`src/rtl/rot_sequencer_pkg.sv`:
```
// rtl/rot_sequencer_pkg.sv - shared types and constants for the rotate sequencer
package rot_sequencer_pkg;

  localparam int DATA_W = 8;

  localparam logic DIR_RIGHT = 1'b0;
  localparam logic DIR_LEFT  = 1'b1;

  typedef enum logic {
    IDLE = 1'b0,
    RUN  = 1'b1
  } state_e;

endpackage

```
`src/rtl/rot_sequencer_barrel.sv`:
```
// rtl/rot_sequencer_barrel.sv - combinational 8-bit rotator, right or left by 0..7
module barrel
  import rot_sequencer_pkg::*;
(
  input  logic [DATA_W-1:0] data,
  input  logic [2:0]        ctr,
  input  logic              dir,
  output logic [DATA_W-1:0] out
);

  logic [2*DATA_W-1:0] dbl_l;
  logic [2*DATA_W-1:0] dbl_r;

  // Doubling the word lets a plain shift carry the wrapped bits into the kept half.
  always_comb begin
    dbl_l = {data, data} << ctr;
    dbl_r = {data, data} >> ctr;
    if (dir == DIR_LEFT) begin
      out = dbl_l[2*DATA_W-1:DATA_W];
    end else begin
      out = dbl_r[DATA_W-1:0];
    end
  end

endmodule

```
`src/rtl/rot_sequencer.sv`:
```
// rtl/rot_sequencer.sv - emits N successively rotated copies of a seed word per command
module rot_sequencer
  import rot_sequencer_pkg::*;
#(
  parameter int CNT_W = 4
) (
  input  logic              clk,
  input  logic              rst_n,
  input  logic              cmd_valid,
  output logic              cmd_ready,
  input  logic [DATA_W-1:0] cmd_data,
  input  logic [2:0]        cmd_step,
  input  logic              cmd_dir,
  input  logic [CNT_W-1:0]  cmd_count,
  output logic              out_valid,
  input  logic              out_ready,
  output logic [DATA_W-1:0] out_data,
  output logic              out_last,
  output logic              busy
);

  localparam logic [CNT_W:0] CNT_FULL = {1'b1, {CNT_W{1'b0}}};
  localparam logic [CNT_W:0] CNT_ONE  = {{CNT_W{1'b0}}, 1'b1};
  localparam logic [CNT_W:0] CNT_TWO  = CNT_ONE + CNT_ONE;

  state_e              state_q;
  logic [DATA_W-1:0]   out_data_q;
  logic                out_valid_q;
  logic                out_last_q;
  logic [2:0]          step_q;
  logic                dir_q;
  logic [CNT_W:0]      cnt_q;

  logic [CNT_W:0]      cnt_load_d;
  logic [DATA_W-1:0]   rot_data_d;
  logic [2:0]          rot_ctr_d;
  logic                rot_dir_d;
  logic [DATA_W-1:0]   rot_out;
  logic                accept;
  logic                advance;

  assign cmd_ready = (state_q == IDLE);
  assign busy      = (state_q == RUN);
  assign out_valid = out_valid_q;
  assign out_data  = out_data_q;
  assign out_last  = out_last_q;

  assign accept  = cmd_valid && cmd_ready;
  assign advance = (state_q == RUN) && out_valid_q && out_ready;

  // A zero count field stands for the full 2**CNT_W words.
  assign cnt_load_d = (cmd_count == '0) ? CNT_FULL : {1'b0, cmd_count};

  // In IDLE the rotator serves the incoming command; in RUN it steps the held word.
  always_comb begin
    rot_data_d = out_data_q;
    rot_ctr_d  = step_q;
    rot_dir_d  = dir_q;
    if (state_q == IDLE) begin
      rot_data_d = cmd_data;
      rot_ctr_d  = cmd_step;
      rot_dir_d  = cmd_dir;
    end
  end

  barrel u_barrel (
    .data (rot_data_d),
    .ctr  (rot_ctr_d),
    .dir  (rot_dir_d),
    .out  (rot_out)
  );

  always_ff @(posedge clk) begin
    if (!rst_n) begin
      state_q     <= IDLE;
      out_data_q  <= '0;
      out_valid_q <= 1'b0;
      out_last_q  <= 1'b0;
      step_q      <= '0;
      dir_q       <= DIR_RIGHT;
      cnt_q       <= '0;
    end else begin
      case (state_q)
        IDLE: begin
          if (accept) begin
            step_q      <= cmd_step;
            dir_q       <= cmd_dir;
            cnt_q       <= cnt_load_d;
            out_data_q  <= rot_out;
            out_valid_q <= 1'b1;
            out_last_q  <= (cnt_load_d == CNT_ONE);
            state_q     <= RUN;
          end
        end
        RUN: begin
          if (advance) begin
            if (cnt_q == CNT_ONE) begin
              cnt_q       <= '0;
              out_valid_q <= 1'b0;
              out_last_q  <= 1'b0;
              state_q     <= IDLE;
            end else begin
              cnt_q       <= cnt_q - CNT_ONE;
              out_data_q  <= rot_out;
              out_last_q  <= (cnt_q == CNT_TWO);
            end
          end
        end
        default: state_q <= IDLE;
      endcase
    end
  end

endmodule

```
`config.mk`:
```
export PLATFORM = sky130hd
export DESIGN_NAME = rot_sequencer
export DESIGN_NICKNAME = d
export VERILOG_FILES = /design/src/rtl/rot_sequencer_pkg.sv /design/src/rtl/rot_sequencer_barrel.sv /design/src/rtl/rot_sequencer.sv
export SDC_FILE = /design/constraint.sdc
export NUM_CORES = 1
export LEC_CHECK = 0
export BUFFER_PORTS_ARGS = -buffer_cell sky130_fd_sc_hd__buf_2
export CORE_ASPECT_RATIO = 0.5
export CORE_MARGIN = 5
export CORE_UTILIZATION = 40
export DETAILED_ROUTE_END_ITERATION = 10
export GPL_TIMING_DRIVEN = 0
export PLACE_DENSITY = 0.67
export SETUP_SLACK_MARGIN = 0.2
export SYNTH_ARGS = -nofsm -noshare
export SYNTH_HDL_FRONTEND = slang
export SYNTH_HIERARCHICAL = 1
export SYNTH_SLANG_ARGS = --single-unit
```
`constraint.sdc`:
```
create_clock -name clk -period 3.48 [get_ports clk]
set_clock_uncertainty 0.1 [all_clocks]
set_input_delay 0.522 -clock clk [delete_from_list [all_inputs] [get_ports clk]]
set_output_delay 0.522 -clock clk [all_outputs]
set_load 0.1 [all_outputs]
```
==> results by group <==
Yosys
  – Main combinational cell family by area after synthesis: multiplexers
  – Xor/xnor share of the synthesized area: 0%
  – Post-synthesis mux area share: 27.6%
  – Post-synth ARST share: 0%
  – Seq/Total Area, Yosys: 24.3%
  – YS warnings: 6
  – Number of flops mapped to enable cells by yosys: 0
  – Synth Flop Type: dfxtp_1
  – Post-synthesis adder-cell area fraction: 2.28%
  – Post-Synth Simple-Gate Area: 24.2%
  – Synth top area cells: dfxtp_1 (24%), mux2_2 (15%), mux2i_1 (11%), nand2_1 (7.8%), ha_1 (2.3%)
  – Post-Syn Instances: 190
  – Synth Area in Compound Gates: 16.4%
  – Syn avg cell area: 8.66 um2
  – Top cell type's share of synthesized area: 24.3%
  – Syn Nets: 213
  – Post-synth top area cell: dfxtp_1
  – Synth cell types: 45
  – Seq cells post-synth: 20
  – Mapped cell area: 1650 um2

Critical path
  – CP most frequent cell: mux2i_1
  – CP max FO: 10
  – CP arrival: 2.71 ns
  – Worst Setup Start Kind: flop
  – Crit-path slowest cell: mux2_2
  – CP cell instances: buf_4 -> buf_2 -> mux2_2 -> buf_6 -> buf_6 -> mux2i_1 -> a22oi_1 -> o221ai_1 -> mux2i_1 -> nand2_1 -> mux2i_1
  – Worst path bufs/invs: 4
  – CP delay by family, top: multiplexers
  – Kind of critical path: reg -> reg
  – CP peak stage delay: 0.39 ns
  – CP Data Required Time: 3.57 ns
  – Crit path capture type: flop

Clock tree
  – Worst-Skew Late Latency: 0.27 ns
  – Num CTS Buffers: 3
  – # clock sinks: 20
  – Clock root buffer master: clkbuf_8
  – CTS hold repair buffers: 0
  – CTS resizes: 0
  – Clock Path Buffers: 2
  – CTS tree: yes
  – H-Tree Depth: 1
  – Clock Pin Slew Worst Setup and Hold Paths: 0.09 ns
  – Post-CTS Setup Inserts: 0

Pwr
  – Peak supply drop: 0.000202 V
  – Switching pwr: 0.365 mW
  – Int Pwr: 0.541 mW
  – LEAKAGE: 0.810 nW
  – Sequential power share: 30.2%
  – Clock power share: 26.7%
  – Switching part of the total: 40.3%
  – Post-layout power: 0.906 mW
  – Gate power share: 43.1%
  – P per Cell Area: 468 nW/um2

Routing
  – Routed len/inst: 14.9 um
  – Via density: 5.59
  – Routed Antenna Nets: 0
  – DRT iter0 DRCs: 60
  – Pre-antenna DRT Iters: 4
  – Total Wirelength: 4140 um
  – # DRC: 0
  – Routed vias: 1553

STA
  – Slew HR: 66.5%
  – Fin Setup TNS: 0 ns
  – Final Hold Vio Count: 0
  – Worst setup margin: 0.867 ns
  – Worst hold margin: 0.372 ns
  – Max frequency: 383 MHz
  – RSZ-0062 raised after global routing: no
  – Tcrit/Tclk final: 75.1%
  – Min Tclk post-route: 2.61 ns
  – Max Slew Vio Count: 0
  – Worst-margin pin slew: 0.503 ns
  – Final setup viols: 0

Cells and area
  – ANT cells: 0
  – Synth-to-Final Area Change: 17.6%
  – Share of layout cells above drive strength 1: 32.1%
  – Layout Utilization: 49.0%
  – Count of non-filler cells in the finished layout: 278
  – Design area: 1930 um2
  – Fillers: 394
  – Fin nets: 248

Place
  – Post-DP HPWL: 3200 um
  – Placed Area: 1860 um2
  – Buffers on Ports: 30
  – Placed Cells: 274
  – Global placement routability congestion: 0.879
  – Pre-CTS setup slack: 0.941 ns

Die
  – Initial Utilization: 41.7%
  – Die width: 101 um
  – Core Area: 3940 um2
  – Std-Cell Rows: 16
  – Die ar.: 5570 um2
  – Ports: 32
  – Die Ht: 55.4 um

Global routing
  – First-pass GRT wire length: 6960 um
  – Largest net degree at the start of global routing: 13
  – Vias in the first global route: 1503
  – Initial antenna violation count: 0
  – Grt ovf: 0
  – Tot GR Track Use: 15.1%

Flow run
  – Max-Cap Viols: 0

Worst hold path
  – HP Class: reg -> reg

Outcome
  – Status: finished clean
cell type report:
| class | instances | area [um2] | area share (%) |
|---|---|---|---|
| buffer | 12 | 73.8 | 3.82 |
| clock buffer | 3 | 41.3 | 2.13 |
| clock inverter | 1 | 30.0 | 1.55 |
| inverter | 3 | 11.3 | 0.582 |
| multi-input combinational | 155 | 1160 | 60.0 |
| sequential | 20 | 400 | 20.7 |
| tap | 54 | 67.6 | 3.49 |
| timing repair buffer | 30 | 150 | 7.76 |
path summary, 6_finish.rpt:
path	startpoint	to	slack, ns	cells past startpoint
hold / removal	step_q[2]$_SDFFE_PN0P_	step_q[2]$_SDFFE_PN0P_	0.37	2
hold reg to reg	step_q[2]$_SDFFE_PN0P_	step_q[2]$_SDFFE_PN0P_	0.37	2
setup / recovery	busy$_SDFF_PN0_	out_data[6]$_SDFFE_PN0P_	0.87	11
setup reg to reg	busy$_SDFF_PN0_	out_data[6]$_SDFFE_PN0P_	0.87	11
tightest hold or removal path, delay by kind of cell, from the launching register on:
| kind | cells | cell delay [ns] |
|---|---|---|
| flip-flops | 1 | 0.32 |
| AO/OA/AOI/OAI | 1 | 0.07 |
| AND/OR/NAND/NOR | 1 | 0.04 |
cells in the mapped netlist (all sizes together) (2+ instances only):
library cell and n:
mux2i 18, nor2b 4, nor4b 2, buf 10, nor3 4, nand4 2
a22oi 4, nand2 34, a31oi 4, nand3 2, clkbuf 2, and2 2
ha 3, mux2 24, dfxtp 20, o22ai 4, a41oi 2, nand2b 6
o21ai 3, a21boi 4, o32ai 2, nor2 7, o31ai 5, o221ai 2
or4b 2, nor3b 5, inv 3
power groups by stage:
| stage | clock [mW] | sequential [mW] | combinational, mW |
|---|---|---|---|
| 2_1_floorplan | 0 | 0.382 | 0.211 |
| 3_3_place_gp | 0 | 0.277 | 0.384 |
| 3_5_place_dp | 0 | 0.279 | 0.388 |
| 4_1_cts | 0.243 | 0.273 | 0.389 |
| 5_1_grt | 0.255 | 0.278 | 0.416 |
| 6_report | 0.242 | 0.274 | 0.390 |
sequential cells by signal (all words and copies together) (netlist names):
register,count
out_data,8
out_last,1
cnt_q,5
step_q,3
out_valid,1
dir_q,1
busy,1
layout by cell type, fill, tap and decap left out, drive strengths merged, types with 5 or more instances in the layout:
| cell type | instances |
|---|---|
| dfxtp | 20 |
| nand2b | 6 |
| nand2 | 34 |
| buf | 40 |
| mux2i | 18 |
| mux2 | 24 |
| nor3b | 5 |
| nor2 | 7 |
| o31ai | 5 |
| clkbuf | 5 |
kinds of logic after synthesis:
kind of cell    after synthesis
fa+ha+maj                     3
buf+inv                      15
mux                          42
flops                        20
compound gates               35
simple gates                 75
per-layer routing:
layer	wire [um]	vias to the layer above	GRT usage [%]
li1	-	771	-
met1	1990	743	19.5
met2	1970	33	25.8
met3	128	6	2.64
met4	49	0	3.65
met5	0	-	0
Note: power is estimated with default switching activity, not from simulation.
